**src/rtl/mux2_sel_arbiter.sv**
```systemverilog
// mux2_sel_arbiter: round-robin select arbiter for a 2:1 mux; define MUX2_SEL_TIMEOUT_EN to force release after MAX_HOLD cycles under contention
module mux2_sel_arbiter #(
  parameter int MAX_HOLD = 16,
  parameter int CW = 8
) (
  input  logic          clk,
  input  logic          rst,
  input  logic          req0,
  input  logic          req1,
  input  logic          done,
  output logic          S,
  output logic          gnt0,
  output logic          gnt1,
  output logic          busy,
  output logic [CW-1:0] hold_cnt
);
  localparam logic [0:0] IDLE = 1'b0;
  localparam logic [0:0] GRANT = 1'b1;
`ifdef MUX2_SEL_TIMEOUT_EN
  localparam logic timeout_en = 1'b1;
`else
  localparam logic timeout_en = 1'b0;
`endif
  logic [0:0] state;
  logic ptr, pick, own_req, other_req, rel;
  always_comb begin
    pick = (req0 & req1) ? ~ptr : req1;
    own_req = S ? req1 : req0;
    other_req = S ? req0 : req1;
    rel = done | ~own_req | (timeout_en & other_req & (hold_cnt == CW'(MAX_HOLD - 1)));
  end
  assign busy = state == GRANT;
  always_ff @(posedge clk or posedge rst) begin
    if (rst) begin
      state <= IDLE;
      S <= 1'b0;
      gnt0 <= 1'b0;
      gnt1 <= 1'b0;
      hold_cnt <= '0;
      ptr <= 1'b1;
    end else if (state == IDLE) begin
      if (req0 | req1) begin
        state <= GRANT;
        S <= pick;
        gnt0 <= ~pick;
        gnt1 <= pick;
        hold_cnt <= '0;
        ptr <= pick;
      end
    end else if (rel) begin
      state <= IDLE;
      gnt0 <= 1'b0;
      gnt1 <= 1'b0;
      hold_cnt <= '0;
    end else begin
      hold_cnt <= (hold_cnt == '1) ? hold_cnt : hold_cnt + 1'b1;
    end
  end
endmodule

```
**config.mk**
```make
export PLATFORM = sky130hd
export DESIGN_NAME = mux2_sel_arbiter
export DESIGN_NICKNAME = d
export VERILOG_FILES = /design/src/rtl/mux2_sel_arbiter.sv
export SDC_FILE = /design/constraint.sdc
export NUM_CORES = 1
export LEC_CHECK = 0
export ABC_AREA = 1
export CAP_MARGIN = 5
export CORE_MARGIN = 3
export CORE_UTILIZATION = 42
export CTS_CLUSTER_DIAMETER = 30
export CTS_CLUSTER_SIZE = 10
export DETAILED_ROUTE_END_ITERATION = 7
export HOLD_SLACK_MARGIN = 0.15
export PLACE_DENSITY = 0.68
export RECOVER_POWER = 25
export REMOVE_ABC_BUFFERS = 1
export SETUP_SLACK_MARGIN = 0.05
export SLEW_MARGIN = 25
export SYNTH_ARGS = -nofsm -noshare
export SYNTH_HDL_FRONTEND = slang
export SYNTH_SLANG_ARGS = --single-unit
```
**constraint.sdc**
```tcl
create_clock -name clk -period 1.4 [get_ports clk]
set_input_delay 0.28 -clock clk [delete_from_list [all_inputs] [get_ports clk]]
set_output_delay 0.28 -clock clk [all_outputs]
set_load 0.01 [all_outputs]
```
==> out/metrics.cfg, run 1 <==
[global_route]
antenna_found_initial=0
grt_overflow=0
grt_usage_pct=15.7
grt_pass1_wl_mm=2.94
first_global_vias=668
grt_max_degree=14

[yosys]
postSynth.asyncResetShare_pct=100
synth_top_area_share_pct=39.2
synth.distinct_cells=21
synthTopCellsByArea=dfrtp_1, nand2_1, inv_1
yosys.area.top_type=dfrtp_1
synth_common_cells=nand2_1, dfrtp_1, inv_1
synth_cells=102
postSynthAreaPerCell_um2=7.52
post-synth-top-count-cell=nand2_1
synth_edf_count=0
syn-cell-area_um2=767
ys_warn_count=0
ys_seq_area_share_pct=42.6
synth_top_flop_cell=dfrtp_1
ys_seq_elements=13

[sta]
finalSetupViolCount=0
period_share_pct=94.1
rsz0062_at_grt=yes
fmax_mhz=759
period_needed_ns=1.32
fin_ws_ns=0.0822
hold_viol_final=0
final_max_slew_viol_count=0
worst_slew_pin_slew_ns=0.706
finalClockSkew_ns=0.00327
slew-limit-headroom_pct=52.9

[layout]
area_growth_syn_to_layout_pct=45.8
antenna_cells=0
layout.cells.non_filler=159
drive_gt1_share_pct=29.6
fin_util_pct=69.4
finalNetCount=142

[cts]
clkLatencyLatePin_ns=0.27
clk_pin_slew_ns=0.08
cts_sinks=13
htree_levels=1
cts_tree=yes
cts_hold_buf=0
clk_path_buf_depth=2
cts-root-buf=clkbuf_4
cts_buffers=3

[drt]
met2WireLength_um=802
maxUsedRoutingLayer=met4
wl_met3_um=73
ant_nets=0
via_count=743
dr.pass1.iters=4
totalWireLength_mm=1.67
via_per_inst=4.67
avgRoutedWirePerCell_um=10.5
first_iter_violations=16
drt-met1-wl_um=778
drc=0

[floorplan]
io_pins=17
dieArea_um2=2380
die_x_um=48.7
die_h_um=48.7
rows=14
core_um2=1610
initial_utilization_pct=47.6

[placed_design]
dp_slack_ns=-0.0791
placedCellCount=149
hpwl_mm=1.24
gp_congestion=0.866
portBuffers=16

[critical_path]
path_buf_inv=1
required_ns=1.12
startpoint_type=flop
crit_slowest_cell=dfrtp_2
crit_arrival_ns=1.04
critical_path.top_delay_family=flip-flops
cp_max_fo=6
max_stage_delay_ns=0.46
r2r_start=hold_cnt[1]
worstSetupEndpointType=output pin
criticalPathCategory=flop to output pin
startpoint=hold_cnt[2]
crit_chain=dlygate4sd2_1

[power_and_ir_drop]
p_leak_nw=0.649
peakVddDrop_mv=0.907
pwr_density_cell_nw_per_um2=1110

[min_path]
hp-class=flop to flop
min_from=ptr

[flow_run]
cap_violations=0

[run_status]
status=complete, no violations

==> final cells by class <==
cell class | instances | area (µm²)
tap | 24 | 30.0
inverter | 15 | 56.3
timing repair buffer | 29 | 243
multi-input combinational | 74 | 435
fill | 142 | 493
sequential | 13 | 328
clock buffer | 4 | 26.3
==> cell families (layout without fill, tap and decap cells) <==
group,after synthesis,in the layout,synth area share [%]
AND/OR/NAND/NOR,66,66,43.1
buffers and inverters,15,48,7.34
flip-flops,13,13,42.6
AO/OA/AOI/OAI,6,6,4.24
adder cells (fa/ha/maj),1,1,1.63
XOR/XNOR,1,1,1.14
==> cells in the final DEF (no fill, tap or decap), drive strengths merged <==
cell type / n
nand2: 46
inv: 15
dlygate4sd2: 12
dfrtp: 12
buf: 12
nor2: 9
nand4: 6
clkbuf: 5
nand3: 4
a21oi: 3
clkdlybuf4s50: 3
o21ai: 2
nand3b: 1
o21bai: 1
xor2: 1
ha: 1
dlygate4sd3: 1
dfstp: 1
==> metrics by stage <==
| step | TNS (ns) | instance area [µm²] | power [W] | hold slack (ns) |
|---|---|---|---|---|
| final | 0 | 1120 | 0.00124 | 0.463 |
| after CTS | 0 | 1060 | 0.00123 | 0.282 |
| after floorplan | 0 | 767 | 0.000796 | 0.156 |
| after global placement | -0.396 | 1010 | 0.00103 | 0.450 |
| after global routing | 0 | 1120 | 0.00133 | 0.487 |
| after detailed placement | -0.556 | 1010 | 0.00103 | 0.454 |
==> registers in the layout, indices dropped and copies added, names as in the netlist <==
name      flops
gnt1          1
busy          1
S             1
ptr           1
hold_cnt      8
gnt0          1
==> where the power goes <==
| group | switching, W | leakage, nW | internal (W) | total (W) |
|---|---|---|---|---|
| Sequential | 0.0000534 | 0.170 | 0.000462 | 0.000515 |
| Clock | 0.000124 | 0.0150 | 0.000110 | 0.000235 |
| Combinational | 0.000293 | 0.465 | 0.000197 | 0.000490 |
==> path summary, 6_finish.rpt <==
| kind | to | cells after the start | slack, ns |
|---|---|---|---|
| setup / recovery | hold_cnt[2] | 1 | 0.08 |
| hold / removal | ptr | 2 | 0.46 |
| setup reg to reg | hold_cnt[2] | 10 | 0.10 |
| hold reg to reg | ptr | 2 | 0.46 |
| max in group asynchronous | hold_cnt[2] | 3 | 0.30 |
| min in group asynchronous | busy | 3 | 0.61 |
==> worst min-delay path, cell delays in order (launching register included) <==
cell,delay [ns]
dfstp_2,0.37
nand2_1,0.05
nand2_1,0.04
==> what timing repair did <==
| item | CTS | global route |
|---|---|---|
| endpoints found under the setup margin | 12 | 8 |
| pin swaps | 0 | 3 |
| resized for setup | 13 | 14 |
| buffers inserted | 5 | 1 |
| hold endpoints to repair | 0 | 0 |
==> metal layers <==
layer | vias up | GRT usage (%)
met5 | - | 0
met1 | 336 | 20.8
met4 | 0 | 7.11
met3 | 2 | 3.37
li1 | 389 | -
met2 | 16 | 24.2
Note: power is estimated with default switching activity, not from simulation.
==> run 2, diff against run 1 <==
--- a/config.mk
+++ b/config.mk
@@ -13,7 +13,7 @@
 export CTS_CLUSTER_SIZE = 10
 export DETAILED_ROUTE_END_ITERATION = 7
 export HOLD_SLACK_MARGIN = 0.15
-export PLACE_DENSITY = 0.68
+export PLACE_DENSITY = 0.75
 export RECOVER_POWER = 25
 export REMOVE_ABC_BUFFERS = 1
 export SETUP_SLACK_MARGIN = 0.05
==> out/metrics.cfg, run 2 (synthesized netlist as in run 1, its figures left out) <==
[cts]
htree_levels=1
clkLatencyLatePin_ns=0.28
cts_sinks=13
cts_buffers=3
cts-root-buf=clkbuf_4
cts_tree=yes
clk_path_buf_depth=2
clk_pin_slew_ns=0.09
cts_hold_buf=0

[flow_run]
cap_violations=0

[layout]
area_growth_syn_to_layout_pct=43.2
largest_reg_flops=8
largest-register=hold_cnt
antenna_cells=0
final_cell_area_um2=1100
fillCellCount=152
final_common_cell=nand2_1
finalNetCount=142
layout.cells.non_filler=159
drive_gt1_share_pct=25.9
layout_common_cells=nand2_1, dfrtp_1, dlygate4sd2_1, buf_4, inv_1

[sta]
hold_viol_final=0
finalSetupViolCount=0
worst_slew_pin_slew_ns=0.711
finalClockSkew_ns=0.00986
rsz0062_at_grt=yes
period_share_pct=95.6
slew-limit-headroom_pct=52.6
period_needed_ns=1.34
fmax_mhz=747
final_max_slew_viol_count=0

[min_path]
min_path_cells=2
holdPathEnd=ptr
hp-class=flop to flop
min_from=ptr

[critical_path]
reg2reg_slack_ns=0.08
crit_arrival_ns=1.06
reg2reg_depth=10
startpoint=hold_cnt[1]
startpoint_type=flop
worstSetupEndpointType=output pin
criticalPathCategory=flop to output pin
r2r_start=hold_cnt[1]
cp_max_fo=2
reg2reg_to=hold_cnt[6]
required_ns=1.12

[floorplan]
dieArea_um2=2380
rows=14
die_x_um=48.7
initial_utilization_pct=47.6
core_um2=1610
die_h_um=48.7
io_pins=17

[run_status]
status=complete, no violations

[global_route]
grt_pass1_wl_mm=3.10
grt_overflow=0
grt_usage_pct=16.3
first_global_vias=710
grt_max_degree=14
antenna_found_initial=0

[drt]
avgRoutedWirePerCell_um=11.3
first_iter_violations=16
via_count=756
totalWireLength_mm=1.79
drc=0
via_per_inst=4.75
dr.pass1.iters=4
ant_nets=0

[placed_design]
hpwl_mm=1.27
placed_area_um2=1020
gp_congestion=0.810
portBuffers=16
placedCellCount=150

[power_and_ir_drop]
pwr_density_cell_nw_per_um2=1140
p_leak_nw=0.646
peakVddDrop_mv=0.852

## run 2: cell counts in the layout (fill, tap and decap cells not counted)
No cell type changed its count.
## run 2: repair_timing
item,in CTS,in global routing
gates resized for setup,14,6
setup buffers,4,1
setup endpoints to repair,12,8
## run 2: critical path: stages, from the launching register on
cell and delay, ns:
dfrtp_1 0.38, buf_4 0.13, dlygate4sd2_1 0.27
## run 2: final cells by class
class	instances	area (µm²)	area share [%]
multi-input cells	74	420	38.3
repair buffers	29	239	21.8
well taps	24	30.0	2.73
clock buffers	4	26.3	2.39
flip-flops and latches	13	327	29.7
inverters	15	56.3	5.13
## run 2: routing by layer
layer  up-vias  track usage, %  routed length, µm
met5         -               0                  0
met4         0            7.11                 27
met3         4            2.45                 81
met2        21            29.0                902
met1       343            19.3                778
li1        388               -                  -
## run 2: where the power goes
part | switching, W | internal (W)
sequential | 0.0000589 | 0.000461
combinational | 0.000295 | 0.000201
clock | 0.000131 | 0.000110
total | 0.000484 | 0.000773
## run 2: worst max path at each step
| stage | endpoint | slack (ns) |
|---|---|---|
| final | hold_cnt[1] | 0.06 |
| after global routing | hold_cnt[6] | 0.009 |
| after CTS | hold_cnt[6] | 0.06 |
| after floorplan | hold_cnt[5] | 0.09 |
| after global placement | hold_cnt[6] | -0.07 |
| after detailed placement | hold_cnt[6] | -0.11 |
## run 2: per-stage QoR
step                      hold WS, ns  TNS [ns]  util [%]  power [W]  setup WS (ns)
final                           0.474         0      68.2    0.00126         0.0616
after global routing            0.520         0      68.2    0.00136        0.00901
after CTS                       0.281         0      66.0    0.00125         0.0561
after detailed placement        0.463    -0.978      63.1    0.00104         -0.114
after global placement          0.455    -0.612      63.1    0.00103        -0.0723
after floorplan                 0.156         0         -   0.000796         0.0936
==> RTL change, RTL diff (config.mk and constraints of run 2) <==
Register the output `hold_cnt` once more, with the module's reset; this adds one clock of latency there. The other outputs are not delayed to match.
--- a/src/rtl/mux2_sel_arbiter.sv
+++ b/src/rtl/mux2_sel_arbiter.sv
@@ -16,6 +16,8 @@
 );
   localparam logic [0:0] IDLE = 1'b0;
   localparam logic [0:0] GRANT = 1'b1;
+
+  logic [CW-1:0] hold_cnt_s0;
 `ifdef MUX2_SEL_TIMEOUT_EN
   localparam logic timeout_en = 1'b1;
 `else
@@ -27,7 +29,7 @@
     pick = (req0 & req1) ? ~ptr : req1;
     own_req = S ? req1 : req0;
     other_req = S ? req0 : req1;
-    rel = done | ~own_req | (timeout_en & other_req & (hold_cnt == CW'(MAX_HOLD - 1)));
+    rel = done | ~own_req | (timeout_en & other_req & (hold_cnt_s0 == CW'(MAX_HOLD - 1)));
   end
   assign busy = state == GRANT;
   always_ff @(posedge clk or posedge rst) begin
@@ -36,7 +38,7 @@
       S <= 1'b0;
       gnt0 <= 1'b0;
       gnt1 <= 1'b0;
-      hold_cnt <= '0;
+      hold_cnt_s0 <= '0;
       ptr <= 1'b1;
     end else if (state == IDLE) begin
       if (req0 | req1) begin
@@ -44,17 +46,25 @@
         S <= pick;
         gnt0 <= ~pick;
         gnt1 <= pick;
-        hold_cnt <= '0;
+        hold_cnt_s0 <= '0;
         ptr <= pick;
       end
     end else if (rel) begin
       state <= IDLE;
       gnt0 <= 1'b0;
       gnt1 <= 1'b0;
+      hold_cnt_s0 <= '0;
+    end else begin
+      hold_cnt_s0 <= (hold_cnt_s0 == '1) ? hold_cnt_s0 : hold_cnt_s0 + 1'b1;
+    end
+  end
+  always_ff @(posedge clk or posedge rst) begin
+    if (rst) begin
       hold_cnt <= '0;
     end else begin
-      hold_cnt <= (hold_cnt == '1) ? hold_cnt : hold_cnt + 1'b1;
+      hold_cnt <= hold_cnt_s0;
     end
   end
+
 endmodule
 
Behaviour: not the same (a bounded check fails within 4 cycles, from zero or initial values and one cycle with rst high).
==> RTL change against run 2 <==
  * Via count increased by 13%
  * Sequential cell count grew 8
  * Register-to-register slack worse by 30 ps
  * Routed wire length up 28%
  * Worst setup slack lost 13 ps
  * Sequential power grew 42%
  * Area after synthesis is 21% higher
  * Critical path depth increased by 6
  * Non-clock buffer count down 4
  * Critical endpoint is now hold_cnt_s0[0]
  * Power up 23%
  * Highest routed layer unchanged
  * Hold slack worse by 2.2 ps
  * Count of clock-buffer cells in the layout fell by 1
  * Critical path type is now reg -> reg
  * Cell area grew 20%
==> RTL change: results (changes against run 2) <==
[logic_synthesis]
syn_area_per_cell_sq_um=9.22  ; was 7.52 sq um
synth_top_cells_by_count=36 x nand2_1, 20 x dfrtp_1, 10 x nand3_1  ; was 42 x nand2_1, 12 x dfrtp_1, 10 x inv_1
synth_area_leaders=dfrtp_1 54%, nand2_1 15%, nand3_1 5.4%, inv_1 3.2%, dfstp_2 2.8%  ; was dfrtp_1 39%, nand2_1 21%, inv_1 4.9%, nand4_1 4.9%, nand2_4 4.4%
synthFlopType=dfrtp_1  ; unchanged
ys_seq_area_share_pct=56.6  ; was 42.6%
synthDistinctLibCells=22  ; was 21

[min_path]
whs_path_depth=0  ; was 2
hold_path.class=reg -> reg  ; unchanged

[pwr]
p_comb_share_pct=32.6  ; was 39.4%
power_leakage_nw=0.721  ; was 0.646 nW
clk-power_mw=0.297  ; was 0.241 mW
vdd_drop_max_uv=778  ; was 852 uV
powerComb_mw=0.503  ; was 0.496 mW
power_switching_mw=0.541  ; was 0.484 mW

[sta]
fin_skew_ps=15.7  ; was 9.86 ps
relSlewSlack_pct=72.8  ; was 52.6%

[global_routing]
grt_max_degree=20  ; was 14
track_usage_pct=16.7  ; was 16.3%
overflow=0  ; unchanged
grt_pass1_wl_mm=3.33  ; was 3.10 mm
grt_pass1_vias=755  ; was 710

[setup_path]
max_stage_delay_ps=440  ; was 380 ps
crit_fanout=5  ; was 2
cp_top_family=simple AND/OR/NAND/NOR gates  ; was buffers and inverters
crit_arrival_ps=1570  ; was 1060 ps
r2r_cells=8  ; was 10

[cts]
postCtsResizedCells=15  ; was 14
postCtsHoldBufs=1  ; was 0
numCtsBuffers=3  ; unchanged
post-cts-setup-buffers=3  ; was 4
clk_path_buf_depth=2  ; unchanged
path_clk_slew_ps=120  ; was 90 ps
cts-root-buf=clkbuf_4  ; unchanged
insertion_delay_ps=320  ; was 280 ps

[final_layout]
antenna_cells=0  ; unchanged
drive_gt1_share_pct=30.5  ; was 25.9%
num-nets-final=138  ; was 142

[route]
wl_met2_mm=1.22  ; was 902 um
wl_met1_um=874  ; was 778 um
dr_wl_met3_um=121  ; was 81 um
drt-initial-drc-count=14  ; was 16
wl_per_cell_um=14.5  ; was 11.3 um
via_count=856  ; was 756
viasPerCell=5.42  ; was 4.75

[outcome]
status=completed  ; unchanged

[place]
dp_cells=147  ; was 150
place_congestion=0.775  ; was 0.810
hpwl_mm=1.34  ; was 1.27 mm

[RTL change: cell types whose count changed after synthesis, moves of 2 or more]
cell / run 2 / this run
nand2_1: 42 / 36
dfrtp_1: 12 / 20
inv_1: 10 / 8
a21oi_1: 3 / 1
inv_2: 5 / 0
nand4_1: 6 / 0
nand3_1: 3 / 10
[RTL change: per-layer routing]
layer	vias to the layer above	GRT usage, %
li1	388	-
met1	420	18.6
met2	36	28.3
met3	12	3.10
met4	0	11.5
met5	-	0
[RTL change: cell type report]
cell class                 count  area [sq um]
fill                         171           704
sequential                    21           527
multi-input combinational     73           477
timing repair buffer          25           223
tap                           27          33.8
inverter                       8          30.0
clock buffer                   3          22.5
clock inverter                 1          5.00
[RTL change: cells by family after synthesis]
family,Yosys count,synth area share (%)
AOI/OAI and AO/OA,7,4.97
xor gates and xnor gates,1,0.941
adders and majority gates,1,1.34
buffers and inverters,9,4.44
DFF,21,56.6
and+or+nand+nor,62,31.7
[RTL change: final timing paths]
path / slack, ps / startpoint / to
worst min-delay path: 470 / hold_cnt_s0[4] / hold_cnt[4]
worst max register to register: 50 / hold_cnt_s0[0] / hold_cnt_s0[0]
max in group asynchronous: 100 / rst / ptr
worst min register to register: 470 / hold_cnt_s0[4] / hold_cnt[4]
worst max-delay path: 50 / hold_cnt_s0[0] / hold_cnt_s0[0]
min in group asynchronous: 810 / rst / hold_cnt[2]
[RTL change: metrics by stage]
stage	area (sq um)	hold WS [ps]	TNS [ps]	worst slack, ps	utilization (%)
after floorplan	920	256	0	171	-
after global placement	1140	422	-742	-139	56.6
after detailed placement	1140	423	-1560	-213	56.6
after CTS	1210	451	0	70.3	59.7
after global routing	1320	482	-19.1	-15.7	65.2
final	1320	472	0	48.7	65.2
